$ cat src/rtl/async_fifo_pkg.sv
// Shared constants and helpers for the dual-pointer FIFO.
package async_fifo_pkg;

    localparam int ADDR_SIZE  = 3;
    localparam int WORD_WIDTH = 8;

    // Binary to reflected Gray code; callers cast the result to pointer width.
    function automatic logic [31:0] bin2gray(input logic [31:0] bin);
        return bin ^ (bin >> 1);
    endfunction

endpackage

$ cat src/rtl/async_fifo_top_sync_2ff.sv
// Two-flop synchronizer used to carry Gray pointers across to the other side.
module sync_2ff #(
    parameter int width = 4
) (
    input  logic             clk,
    input  logic             rst_n,
    input  logic [width-1:0] d,
    output logic [width-1:0] q
);

    logic [width-1:0] meta;

    // NOTE: sequential state uses non-blocking assignments so both stages
    // sample the pre-edge values and the chain really delays by two clocks.
    always_ff @(posedge clk or negedge rst_n) begin
        if (!rst_n) begin
            meta <= '0;
            q    <= '0;
        end else begin
            meta <= d;
            q    <= meta;
        end
    end

endmodule

$ cat src/rtl/async_fifo_top.sv
// FIFO with Gray-coded read/write pointers, each synchronized to the other side.
module async_fifo_top
    import async_fifo_pkg::*;
#(
    parameter int addr_size  = ADDR_SIZE,
    parameter int word_width = WORD_WIDTH
) (
    input  logic                  clk,
    input  logic                  reset_n,
    input  logic                  wr,
    input  logic                  rd,
    input  logic [word_width-1:0] data_in,
    output logic [word_width-1:0] data_out,
    output logic                  full,
    output logic                  empty
);

    localparam int PTR_W = addr_size + 1;
    localparam int DEPTH = 1 << addr_size;
    // Inverting the two top Gray bits turns "same position" into "one lap ahead".
    localparam logic [PTR_W-1:0] FULL_MASK = PTR_W'(3) << (addr_size - 1);

    logic [word_width-1:0] mem [DEPTH];

    logic [PTR_W-1:0] wbin, wgray, wbin_next;
    logic [PTR_W-1:0] rbin, rgray, rbin_next;
    logic [PTR_W-1:0] rq2_wptr, wq2_rptr;
    logic             wr_ok, rd_ok;

    // NOTE: every always_comb output gets a default first, so no path
    // leaves a value unassigned and no latch is inferred.
    always_comb begin
        wr_ok     = wr && !full;
        rd_ok     = rd && !empty;
        wbin_next = wbin;
        rbin_next = rbin;
        if (wr_ok) wbin_next = wbin + PTR_W'(1);
        if (rd_ok) rbin_next = rbin + PTR_W'(1);
    end

    always_ff @(posedge clk or negedge reset_n) begin
        if (!reset_n) begin
            wbin  <= '0;
            wgray <= '0;
            rbin  <= '0;
            rgray <= '0;
        end else begin
            wbin  <= wbin_next;
            wgray <= PTR_W'(bin2gray(32'(wbin_next)));
            rbin  <= rbin_next;
            rgray <= PTR_W'(bin2gray(32'(rbin_next)));
        end
    end

    // NOTE: the storage array has no reset; stale words are unreachable
    // because the pointers, not the contents, define what is readable.
    always_ff @(posedge clk) begin
        if (wr_ok) mem[wbin[addr_size-1:0]] <= data_in;
    end

    always_ff @(posedge clk or negedge reset_n) begin
        if (!reset_n) begin
            data_out <= '0;
        end else if (rd_ok) begin
            data_out <= mem[rbin[addr_size-1:0]];
        end
    end

    sync_2ff #(.width(PTR_W)) u_sync_w2r (
        .clk   (clk),
        .rst_n (reset_n),
        .d     (wgray),
        .q     (rq2_wptr)
    );

    sync_2ff #(.width(PTR_W)) u_sync_r2w (
        .clk   (clk),
        .rst_n (reset_n),
        .d     (rgray),
        .q     (wq2_rptr)
    );

    assign empty = (rgray == rq2_wptr);
    assign full  = (wgray == (wq2_rptr ^ FULL_MASK));

endmodule

$ cat config.mk
export PLATFORM = sky130hd
export DESIGN_NAME = async_fifo_top
export DESIGN_NICKNAME = d
export VERILOG_FILES = /design/src/rtl/async_fifo_pkg.sv /design/src/rtl/async_fifo_top_sync_2ff.sv /design/src/rtl/async_fifo_top.sv
export SDC_FILE = /design/constraint.sdc
export NUM_CORES = 1
export LEC_CHECK = 0
export CAP_MARGIN = 0
export CORE_MARGIN = 8
export CORE_UTILIZATION = 55
export CTS_BUF_LIST = sky130_fd_sc_hd__clkbuf_8
export DETAILED_ROUTE_END_ITERATION = 7
export PLACE_DENSITY = 0.84
export SYNTH_ARGS = -nofsm -noshare
export SYNTH_HDL_FRONTEND = slang
export SYNTH_HIERARCHICAL = 1
export SYNTH_SLANG_ARGS = --single-unit
$ cat constraint.sdc
create_clock -name clk -period 2.3 [get_ports clk]
set_input_delay 0.345 -clock clk [delete_from_list [all_inputs] [get_ports clk]]
set_output_delay 0.345 -clock clk [all_outputs]
set_load 0.005 [all_outputs]
* After elaboration in Yosys (flattened, before gate mapping)
Memory sizes are Yosys's and may differ from the RTL's. A register that Yosys moved wholly into a read port is not among the register bits.
Cells that the tools add are included.
** Cells by class
- $add $sub $neg :: 2
- Equal/unequal tests :: 2
- Multiplexer cells :: 4
- Bitwise gates (word level) :: 3
- Reductions and logical operators :: 5
** Operators by type and width (number)
- $add A4 B1 Y4 const B :: 2
- $eq A4 B4 Y1 :: 2
- $mux W4 :: 2
- $xor A4 B3 Y4 :: 2
- $logic_not A1 Y1 :: 3
- $logic_and A1 B1 Y1 :: 2
- $mux W1 :: 2
- $not A2 Y2 :: 1
** Storage, ports and cells
- Register bits after elaboration :: 32
- Memory bits (writable) :: 64
- Output and inout bits :: 10
- Word-level logic and storage cells :: 25
- Memories kept :: 1
** Memory list
- mem :: words 8, width 8, read ports 1, clocked after Yosys merged registers in 1, write ports 1, RTL line async_fifo_top.sv:23 : logic [word_width-1:0] mem [DEPTH];

* Longest topological paths before layout
- Depth in word-level cells :: 6
- Depth in mapped cells :: 5

* Modules after synthesis
The synthesis kept the hierarchy.
** Modules (own cells, without submodules)
- async_fifo_top :: instances 1, cells each 199, area an instance 3567.2 µm²
- sync_2ff :: instances 2, cells each 8, area an instance 200.2 µm²

* Worst setup path before layout
OpenSTA, ideal clock, no wires.
- Path kind :: reg-to-reg
- From :: register wbin[3] (netlist name)
- To :: memory mem[1][0] (netlist name), enable pin
- Library setup time :: 0.398 ns
- Arrival :: 2.023 ns
- Required time :: 1.902 ns
- Setup slack :: -0.121 ns
- Stages on the path, launching flop included :: 5
- Path buffers :: 1
- Clock period less this slack :: 2.421 ns
- Path through :: dfrtp_1 -> xnor2_1 -> o41ai_4 -> buf_6 -> nor4b_1
** RTL lines (RTL line)
- end, declared :: async_fifo_top.sv:23

==> flow_summary.yaml <==
synthesis:
  synth_common_cells: "edfxtp_1 (64), dfrtp_1 (38), mux4_2 (16), nand2_1 (14)"
  syn_avg_cell_area_um2: 18.45
  ys_types: 27
  synth_ff_type: "edfxtp_1"
  synth_most_common_cell: "edfxtp_1"
  yosys_warnings: 6
  seq_area_frac_synth: 0.7241
  async_flop_share: 0.3725
  synth_area_leader_cell: "edfxtp_1"
  syn-num-nets: 229
  synth_edf_count: 64
  synthTopCellsByArea: "edfxtp_1 (48%), dfrtp_1 (24%), mux4_2 (9.1%)"
  ys_ff_latch: 102
  synth_top_area_share: 0.4844
  synthCells: 215
  syn-cell-area_um2: 3968
worst_setup_path:
  cp_data_required_time_ps: 1960
  crit_type: "flop to output port"
  path_max_fanout: 4
  crit_path_end_kind: "output port"
  reg2regPathDepth: 3
  cp.arrival_ps: 1830
  r2r_end: "mem[7][4]"
  r2r-start: "wbin[3]"
  reg2reg_slack_ps: 190
  startpoint_type: "flop"
clock_network:
  cts.sink_count: 102
  hold_buffers: 0
  cts_max_level: 3
  path_clk_slew_ps: 90
  clkLatencyLatePin_ps: 360
  cts_root_buf: "clkbuf_8"
  cts_max_path_buffers: 2
  cts_tree: "yes"
  cts_buffers: 9
place:
  dp_hpwl_um: 4385
  globalplace.congestion: 0.7258
  placed_area_um2: 4360
  io_buffer_count: 21
route:
  vias: 1931
  first_pass_iters: 6
  wl_um: 6649
  drcViolationCount: 0
  wl_per_cell_um: 18.84
  viasPerCell: 5.470
  drt_first_iter_violations: 126
  ant_nets: 0
floorplanning:
  row_count: 31
  dieWidth_um: 100.9
  fp.dieH_um: 100.9
  top_level_ports: 22
  coreArea_um2: 7137
  initial_utilization: 0.5559
  fp.dieArea_um2: 10190
sta:
  maxClockFrequency_mhz: 460.6
  worst_slew_pin_slew_ps: 989.7
  period_needed_ps: 2171
  drv_slew: 0
  fin_skew_ps: 7.682
  min_period_over_period: 0.9440
  setup_viol: 0
  slew-limit-headroom: 0.3378
  hold_viol: 0
  rsz0062_at_grt: "no"
  fin_hold_ws_ps: 86.39
grt:
  grt_pass1_vias: 2036
  grt_overflow: 0
  grt_max_degree: 39
  antenna_found_initial: 0
  grtUsageTotal: 0.1465
  grt_pass1_wl_um: 10680
flow_run:
  maxCapViolCount: 0
power_and_ir_drop:
  swShare: 0.3306
  combPwrFrac: 0.370
  p_switching_w: 0.001948
  seq_power_share: 0.463
  p_clk_frac: 0.167
  ir_worst_vdd_v: 0.0006533
  leakage_nw: 1.657
  internal_power_w: 0.003945
  powerDensity_nw_per_um2: 1298
finish:
  utilization: 0.6359
  areaGrowthSynthToFinish_pct: 14.38
  final_cell_area_um2: 4538
  fin_nets: 263
  num_antenna_cells: 0
  drive_above_1_share: 0.2126
min_path:
  hold_class: "input pin to asynchronous set/reset pin"
outcome:
  status: "finished clean"
## critical path, cell delays in order (launching register included)
cell and delay, ps:
dfrtp_1 450, xnor2_1 220, nor4_2 260, clkdlybuf4s50_1 550
## power by group through the flow
stage          registers [W]  logic [W]  clock network (W)
6_report             0.00273    0.00218           0.000986
5_1_grt              0.00279    0.00239            0.00110
4_1_cts              0.00274    0.00221            0.00102
3_5_place_dp         0.00278    0.00221                  0
3_3_place_gp         0.00275    0.00213                  0
2_1_floorplan        0.00271    0.00154                  0
## cell type report
type                            count  area (um^2)
Timing Repair Buffer               34        315.3
Fill cell                         525         2599
Multi-Input combinational cell    100         1047
Clock buffer                        9        123.9
Sequential cell                   102         2873
Tap cell                           99        123.9
Inverter                            2        7.507
Clock inverter                      7        47.55
## per-layer routing
metal | GRT usage | share of wire
met3 | 0.05456 | 0.048
met4 | 0.06644 | 0.030
met5 | 0 | 0
met2 | 0.2303 | 0.49
met1 | 0.1760 | 0.43
## what timing repair did
action / CTS / global route
setup buffers: 0 / 0
hold endpoints to repair: 0 / 0
endpoints found under the setup margin: 0 / 1
resized for setup: 0 / 1
## stage by stage
stage | TNS, ps | power (W) | setup slack (ps) | cells
floorplan | -1354 | 0.004250 | -84.63 | 215
global placement | 0 | 0.004874 | 131.4 | 337
detailed placement | 0 | 0.004981 | 71.62 | 337
CTS | 0 | 0.005972 | 8.955 | 353
global route | 0 | 0.006275 | 0.9861 | 353
finish | 0 | 0.005892 | 128.9 | 353
## layout by cell type, fill, tap and decap left out, types with 2 or more instances in the layout
master and count:
nand2_1 14, clkdlybuf4s50_1 20, nor2_1 3, edfxtp_1 64, xor2_1 12, o41ai_4 2
o41a_1 2, inv_1 4, inv_6 3, nor4b_2 3, mux4_2 16, and2_1 2
nor4_1 2, nand3_1 2, xnor2_1 10, dfrtp_1 38, mux2_2 2, ha_1 2
mux2i_1 12, clkbuf_8 9, buf_4 12, o21ai_0 10
## state kept, by name, indices dropped and copies added (netlist names)
| name | count |
|---|---|
| u_sync_w2r/meta | 4 |
| u_sync_r2w/q | 4 |
| rgray | 3 |
| rbin | 4 |
| u_sync_r2w/meta | 4 |
| mem | 64 |
| wbin | 4 |
| data_out | 8 |
| wgray | 3 |
| u_sync_w2r/q | 4 |
## cell families after synthesis
family,after synthesis,synth area share
adders and majority gates,2,0.006306
xor gates and xnor gates,22,0.04856
buffers and inverters,13,0.01829
DFF,102,0.7241
and+or+nand+nor,30,0.03910
muxes,30,0.1268
AOI/OAI and AO/OA,16,0.03690
## worst max path at each step
stage,start,end,slack [ps],depth (start not counted)
after floorplan,wbin[3],mem[2][0],-80,4
after global placement,wr,mem[7][2],130,3
after detailed placement,wr,mem[7][6],70,3
after CTS,wbin[3],full,9,3
after global routing,wbin[3],mem[7][3],1,3
final,wbin[3],full,130,3
No activity file was read; power rests on OpenSTA's default activity.
